===== src/rtl/load_store_unit.sv =====
// Data-side load/store unit between the execute stage and a 4-lane byte memory.
// Handles one request at a time; sub-word stores are done as read-modify-write
// because the memory only has a single word-wide write enable.
// Ports:
//   clk, rst_b                       clock and asynchronous active-low reset
//   req_valid/req_ready              request handshake
//   req_we, req_funct3, req_addr,    request payload (store flag, RISC-V width code,
//   req_wdata                        byte address, store data)
//   rsp_valid/rsp_ready              response handshake, held until consumed
//   rsp_rdata, rsp_err               extended load data / error flag
//   mem_addr, mem_data_out,          word-aligned memory port, lane i = byte at
//   mem_data_in, mem_write_en        mem_addr+i
module load_store_unit #(
  parameter int unsigned MEM_LAT = 1
) (
  input  logic        clk,
  input  logic        rst_b,
  input  logic        req_valid,
  output logic        req_ready,
  input  logic        req_we,
  input  logic [2:0]  req_funct3,
  input  logic [31:0] req_addr,
  input  logic [31:0] req_wdata,
  output logic        rsp_valid,
  input  logic        rsp_ready,
  output logic [31:0] rsp_rdata,
  output logic        rsp_err,
  output logic [31:0] mem_addr,
  input  logic [7:0]  mem_data_out [0:3],
  output logic [7:0]  mem_data_in  [0:3],
  output logic        mem_write_en
);

  localparam int unsigned CNT_W = 4;
  localparam logic [CNT_W-1:0] LAT_CNT = CNT_W'(MEM_LAT);

  typedef enum logic [1:0] {
    ST_IDLE,
    ST_RD_WAIT,
    ST_WRITE,
    ST_RESP
  } state_e;

  state_e             state_q;
  logic [CNT_W-1:0]   cnt_q;
  logic [1:0]         addr_lo_q;
  logic [2:0]         f3_q;
  logic               we_q;
  logic [15:0]        wdata_lo_q;

  logic               req_err;
  logic               illegal;
  logic               misaligned;
  logic [31:0]        rd_word;
  logic [7:0]         rd_byte;
  logic [15:0]        rd_half;
  logic [31:0]        load_data;
  logic [31:0]        merge_word;

  // Request validity check on the incoming payload
  always_comb begin
    illegal    = (req_funct3 == 3'b011) || (req_funct3[2:1] == 2'b11) ||
                 (req_we && req_funct3[2]);
    misaligned = ((req_funct3[1:0] == 2'b01) && req_addr[0]) ||
                 ((req_funct3 == 3'b010) && (req_addr[1:0] != 2'b00));
    req_err    = illegal || misaligned;
  end

  // Load extraction and store lane merge from the sampled memory word
  always_comb begin
    rd_word   = {mem_data_out[3], mem_data_out[2], mem_data_out[1], mem_data_out[0]};
    rd_byte   = rd_word[{addr_lo_q, 3'b000} +: 8];
    rd_half   = rd_word[{addr_lo_q[1], 4'b0000} +: 16];
    load_data = '0;
    case (f3_q)
      3'b000:  load_data = {{24{rd_byte[7]}}, rd_byte};
      3'b001:  load_data = {{16{rd_half[15]}}, rd_half};
      3'b010:  load_data = rd_word;
      3'b100:  load_data = {24'd0, rd_byte};
      3'b101:  load_data = {16'd0, rd_half};
      default: load_data = '0;
    endcase
    merge_word = rd_word;
    if (f3_q[1:0] == 2'b00) begin
      merge_word[{addr_lo_q, 3'b000} +: 8] = wdata_lo_q[7:0];
    end else begin
      merge_word[{addr_lo_q[1], 4'b0000} +: 16] = wdata_lo_q;
    end
  end

  // Write strobe is a pure state decode so reset removes it without a clock edge
  assign mem_write_en = (state_q == ST_WRITE);

  // Control FSM with registered outputs
  always_ff @(posedge clk or negedge rst_b) begin
    if (!rst_b) begin
      state_q    <= ST_IDLE;
      cnt_q      <= '0;
      addr_lo_q  <= '0;
      f3_q       <= '0;
      we_q       <= 1'b0;
      wdata_lo_q <= '0;
      req_ready  <= 1'b1;
      rsp_valid  <= 1'b0;
      rsp_rdata  <= '0;
      rsp_err    <= 1'b0;
      mem_addr   <= '0;
      for (int i = 0; i < 4; i++) mem_data_in[i] <= '0;
    end else begin
      case (state_q)
        ST_IDLE: begin
          if (req_valid) begin
            addr_lo_q  <= req_addr[1:0];
            f3_q       <= req_funct3;
            we_q       <= req_we;
            wdata_lo_q <= req_wdata[15:0];
            req_ready  <= 1'b0;
            if (req_err) begin
              state_q   <= ST_RESP;
              rsp_valid <= 1'b1;
              rsp_err   <= 1'b1;
              rsp_rdata <= '0;
            end else begin
              mem_addr <= {req_addr[31:2], 2'b00};
              if (req_we && (req_funct3 == 3'b010)) begin
                state_q <= ST_WRITE;
                for (int i = 0; i < 4; i++) mem_data_in[i] <= req_wdata[8*i +: 8];
              end else begin
                state_q <= ST_RD_WAIT;
                cnt_q   <= CNT_W'(1);
              end
            end
          end
        end
        ST_RD_WAIT: begin
          if (cnt_q == LAT_CNT) begin
            if (we_q) begin
              state_q <= ST_WRITE;
              for (int i = 0; i < 4; i++) mem_data_in[i] <= merge_word[8*i +: 8];
            end else begin
              state_q   <= ST_RESP;
              rsp_valid <= 1'b1;
              rsp_err   <= 1'b0;
              rsp_rdata <= load_data;
            end
          end else begin
            cnt_q <= cnt_q + CNT_W'(1);
          end
        end
        ST_WRITE: begin
          state_q   <= ST_RESP;
          rsp_valid <= 1'b1;
          rsp_err   <= 1'b0;
          rsp_rdata <= '0;
        end
        ST_RESP: begin
          if (rsp_ready) begin
            state_q   <= ST_IDLE;
            rsp_valid <= 1'b0;
            rsp_err   <= 1'b0;
            rsp_rdata <= '0;
            req_ready <= 1'b1;
          end
        end
        default: state_q <= ST_IDLE;
      endcase
    end
  end

endmodule


===== config.mk =====
export PLATFORM = sky130hd
export DESIGN_NAME = load_store_unit
export DESIGN_NICKNAME = d
export VERILOG_FILES = /design/src/rtl/load_store_unit.sv
export SDC_FILE = /design/constraint.sdc
export NUM_CORES = 1
export LEC_CHECK = 0
export CORE_ASPECT_RATIO = 1.4
export CORE_MARGIN = 5
export CORE_UTILIZATION = 43
export DETAILED_ROUTE_END_ITERATION = 8
export PLACE_DENSITY = 0.77
export SKIP_CTS_REPAIR_TIMING = 1
export SYNTH_ARGS = -nofsm -noshare
export SYNTH_HDL_FRONTEND = slang
export SYNTH_SLANG_ARGS = --single-unit

===== constraint.sdc =====
create_clock -name clk -period 2.8 [get_ports clk]
set_clock_uncertainty 0.1 [all_clocks]
set_input_delay 0.56 -clock clk [delete_from_list [all_inputs] [get_ports clk]]
set_output_delay 0.56 -clock clk [all_outputs]
set_load 0.05 [all_outputs]

# Word level (Yosys, flattened, before mapping)
# Index checks and enable logic that the tools add are counted.
# op_classes
n_eq_ne	22
reduce_logical	21
n_addsub	3
bitwise_logic	1
shifts	6
mux	40
# op_table
op	n
$mux 32	11
$pmux 32 s5	1
$pmux 32 s4	1
$bwmux 32	2
$pmux 32 s2	1
$shift 16x7->32 const A	1
$shift 8x7->32 const A	1
$shiftx 16x7->32	1
$shiftx 32x6->16	1
$shiftx 32x6->8	1
$shiftx 8x7->32	1
$ne 2x2->1 const B	10
$mux 4	4
$neg 5->7	2
$mux 1	10
$mux 2	5
$reduce_and 5->1	2
$eq 3x2->1 const B	3
$reduce_and 3->1	3
$pmux 1 s4	2
$pmux 2 s4	1
$pmux 4 s2	1
$eq 2x2->1 const B	3
$eq 3x3->1 const B	2
other kinds (13)	23
# word_totals
regBits	125
word_cells	108
out_inout_bits	100

# Logic depth before layout (Yosys ltp)
# depth
word_depth	7
ltp_mapped	10
depth_no_buf	7

# Worst setup path after synthesis
# No wires, ideal clock.
# synth_timing
kind	flip-flop to flip-flop
from	register addr_lo_q[1]
to	register mem_data_in[6] in the netlist's numbering
slack_ns	-0.144
period_less_slack_ns	2.944
setup_time_ns	0.066
arrival_ns	2.777
stages_incl_launch_ff	10
cell_sequence	dfrtp_1 > buf_1 > buf_1 > inv_1 > ha_1 > nor2_1 > nor4b_1 > a221oi_1 > o2bb2ai_1 > mux2_4
# synth_between
elab_chain_cells	7
word_cells_on_any_way	12
classes_between	add/sub (2); shift (4); mux (6)
# synth_rtl
element	line_no	text
start: declaration	46	logic [1:0] addr_lo_q;
start signal: assignment	113	addr_lo_q <= req_addr[1:0];
$neg 5->7, on equally long branches	87, 85	
$shiftx 16x7->32, or another cell as far along	87	merge_word[{addr_lo_q[1], 4'b0000} +: 16] = wdata_lo_q;
$bwmux 32, on equally long branches	87, 85	
$mux 32 *	84	if (f3_q[1:0] == 2'b00) begin
$mux 32 *	137	if (we_q) begin
$mux 32 *	136	if (cnt_q == LAT_CNT) begin
$pmux 32 s2 *	110	case (state_q)
end: declaration	30	output logic [7:0] mem_data_in [0:3],
# Mark *: on every way between the ends. The rest lies on a longest branch, timed or not. The select of a mux whose other input is x is not followed.
# A chain may end at the register's enable or synchronous reset.

# Final worst setup path
# layout_timing
from	register cnt_q[1]
to	register mem_data_in[3] in the netlist's numbering
# layout_between
elab_chain_cells	3
# layout_rtl
element	line_no	text
start: declaration	45	logic [CNT_W-1:0] cnt_q;
start signal: assignment	147	cnt_q <= cnt_q + CNT_W'(1);
$eq 4x1->1	136	
$ne 2x2->1 (no line)	n/a	
$reduce_and 6->1 (no line)	n/a	
# No other way between the ends.

==> results.py <==
metrics = {
    "critical_path": {
        "crit_slowest_cell": "or3_2",
        "r2r_start": "cnt_q[1]",
        "rr_endpoint": "mem_data_in[3]",
        "cp_data_required_time_ps": 3000,
        "cp.arrival_ps": 2820,
        "r2r_setup_slack_ps": 180,
        "crit_chain": "inv_1 -> ha_1 -> or3b_1 -> a22o_1 -> or3_2 -> buf_12 -> mux2_4",
        "crit_type": "reg -> reg",
        "startpoint_type": "register",
        "max_stage_delay_ps": 510,
        "worstSetupEndpointType": "register",
        "worstRegToRegCells": 7,
        "crit_fanout": 32,
    },
    "pwr": {
        "p_sw_mw": 6.611,
        "p_per_area_nw_per_um2": 1425,
        "pwr-share-comb_pct": 60.8,
        "leakage_nw": 4.160,
        "p_int_mw": 7.564,
        "pwr-share-clk_pct": 15.6,
        "pwr-share-seq_pct": 23.6,
        "total_power_mw": 14.17,
        "swShare_pct": 46.64,
        "vdd_drop_max_uv": 701.0,
    },
    "detailed_routing": {
        "drc": 0,
        "vias": 6026,
        "dr.pass1.iters": 5,
        "via_per_inst": 5.772,
        "drt_iter0_drc": 528,
        "wl_per_cell_microns": 20.39,
        "postRouteAntennaNets": 0,
        "routed_wl_microns": 21290,
    },
    "synth": {
        "synthAdderAreaFrac_pct": 2.169,
        "synthMuxAreaShare_pct": 22.52,
        "synth_top_area_share_pct": 44.83,
        "synthXorXnorAreaFrac_pct": 0,
        "netlist_top_cells_count": "dfrtp_1, mux2_2, nand2_1",
        "synthDistinctLibCells": 55,
        "synth_simple_gate_area_share_pct": 8.026,
        "synth_seq_area_share_pct": 45.21,
        "synth_seq_cells": 125,
        "ys.flop_type": "dfrtp_1",
        "synth_compound_area_share_pct": 17.73,
        "synthTopCellsByArea": "dfrtp_1, mux2_2, mux2_4",
        "yosysMostFrequentCell": "dfrtp_1",
        "synth_area_leader_cell": "dfrtp_1",
        "synth_edf_count": 0,
        "synth_top_family_by_area": "multiplexers",
        "synthCells": 621,
        "ys_warn_count": 0,
        "ys_async_sr_fraction_pct": 100.0,
        "synth_area_sq_um": 6922,
        "postSynthAreaPerCell_sq_um": 11.15,
    },
    "global_route": {
        "grt_pass1_wl_microns": 33310,
        "grt_pass1_vias": 6180,
        "grt-ovfl-total": 0,
        "antenna_found_initial": 0,
        "grt_usage_pct": 23.04,
        "grt_max_degree": 52,
    },
    "layout": {
        "fin_nets": 948,
        "drive_gt1_share_pct": 25.21,
        "fill_cells": 1275,
        "areaGrowthSynthToFinish_pct": 43.67,
        "post-route-util_pct": 62.29,
        "antennaDiodeCount": 0,
    },
    "die": {
        "die_y_microns": 160.1,
        "num_rows": 55,
        "ios": 204,
        "die-area_sq_um": 18770,
        "coreArea_sq_um": 15970,
        "die_width_microns": 117.2,
        "start_util_pct": 43.35,
    },
    "sta": {
        "clock.fmax_mhz": 382.4,
        "fin_tns_setup_ps": 0,
        "slew_viol_final": 0,
        "min_period_over_period_pct": 93.40,
        "fin_crit_ps": 2615,
        "timing.hold.ws_ps": 29.64,
        "final_hold_viol_count": 0,
        "setup_ws_ps": 184.9,
        "rsz0062_at_grt": "no",
        "max_slew_margin_pct": 44.85,
        "tightest_slew_ps": 825.1,
        "final-setup-viol-count": 0,
    },
    "placed_design": {
        "pre_cts_slack_ps": -212.1,
        "gp_congestion": 0.9251,
        "port_buffers": 201,
        "hpwl_microns": 15600,
    },
    "cts": {
        "cts_sinks": 125,
        "cts_made_buffers": 17,
        "htree_levels": 4,
        "clk_path_buf_depth": 2,
        "cts_tree": "yes",
        "cts-root-buf": "clkbuf_16",
        "clkTransAtPathRegs_ps": 60,
        "clock_insertion_delay_worst_skew_ps": 420,
    },
    "worst_hold_path": {
        "min_path_type": "in -> async",
    },
    "status": {
        "outcome": "complete, no violations",
    },
    "run": {
        "maxCapViolCount": 0,
    },
}
-- area by class of cell --
cell class	count	area, sq um	area share [%]
clock inverter	12	145.1	1.459
sequential	125	3131	31.48
tap	199	249.0	2.504
inverter	17	63.81	0.6417
multi-input combinational	432	3527	35.47
timing repair buffer	239	2382	23.96
clock buffer	20	446.7	4.492
-- layout by cell type (no fill, tap or decap), types with 4 or more instances in the layout --
master / n
mux2_4: 29
buf_4: 32
clkinv_2: 5
mux2i_1: 11
a221oi_1: 42
nand2_1: 53
ha_1: 12
dfrtp_1: 123
nand3_1: 6
o22ai_1: 18
o31ai_1: 19
buf_12: 7
inv_1: 12
a21oi_1: 30
o2bb2ai_1: 10
clkbuf_16: 17
mux2_2: 90
clkinv_1: 4
clkinvlp_4: 4
o21ai_2: 10
nor2_1: 29
o21ai_0: 24
clkdlybuf4s50_1: 200
-- layer usage --
layer / global-route usage [%] / share of wire [%]
met1: 26.98 / 37
met4: 10.90 / 4.5
met3: 7.809 / 9.9
met5: 0 / 0
met2: 37.33 / 49
-- power groups by stage --
stage	clock [mW]	sequential, mW	combinational (mW)
after global placement	0	3.32	8.51
after floorplan	0	5.51	3.68
after CTS	2.25	3.33	8.63
after global routing	2.35	3.45	9.14
after detailed placement	0	3.34	8.60
final	2.22	3.34	8.62
-- registers in the layout, summed over array words and instances, names as in the netlist, 2 cells and up --
name / count
addr_lo_q: 2
cnt_q: 4
f3_q: 3
mem_addr: 30
mem_data_in: 32
rsp_rdata: 32
state_q: 2
wdata_lo_q: 16
-- worst max-delay path by stage --
stage	startpoint	to	slack, ps	depth (start not counted)
3_5_place_dp	req_funct3[0]	mem_data_in[18]	-210	7
2_1_floorplan	addr_lo_q[1]	mem_data_in[14]	20	9
6_report	cnt_q[1]	mem_data_in[3]	180	7
3_3_place_gp	req_funct3[0]	mem_data_in[10]	-200	7
5_1_grt	addr_lo_q[1]	mem_data_in[15]	80	7
4_1_cts	addr_lo_q[0]	mem_data_in[29]	150	7
-- per-stage QoR --
stage	std cells	area, sq um
finish	1044	9945
detailed placement	1012	9344
floorplan	622	6938
global route	1044	9945
CTS	1044	9936
global placement	1012	9344
-- critical path, delay by kind of cell (launching register included) --
kind            cells  cell delay [ps]
simple gates        2              970
flops               1              400
mux                 1              320
buf+inv             2              270
compound gates      1              250
fa+ha+maj           1              140
-- kinds of logic (layout without fill, tap and decap cells) --
logic type,Yosys count,after routing
other,1,2
AND/OR/NAND/NOR,116,116
multiplexers,130,130
flip-flops,125,125
AO/OA/AOI/OAI,172,172
buffers and inverters,65,288
adder cells (fa/ha/maj),12,12
No activity file was read; power rests on OpenSTA's default activity.
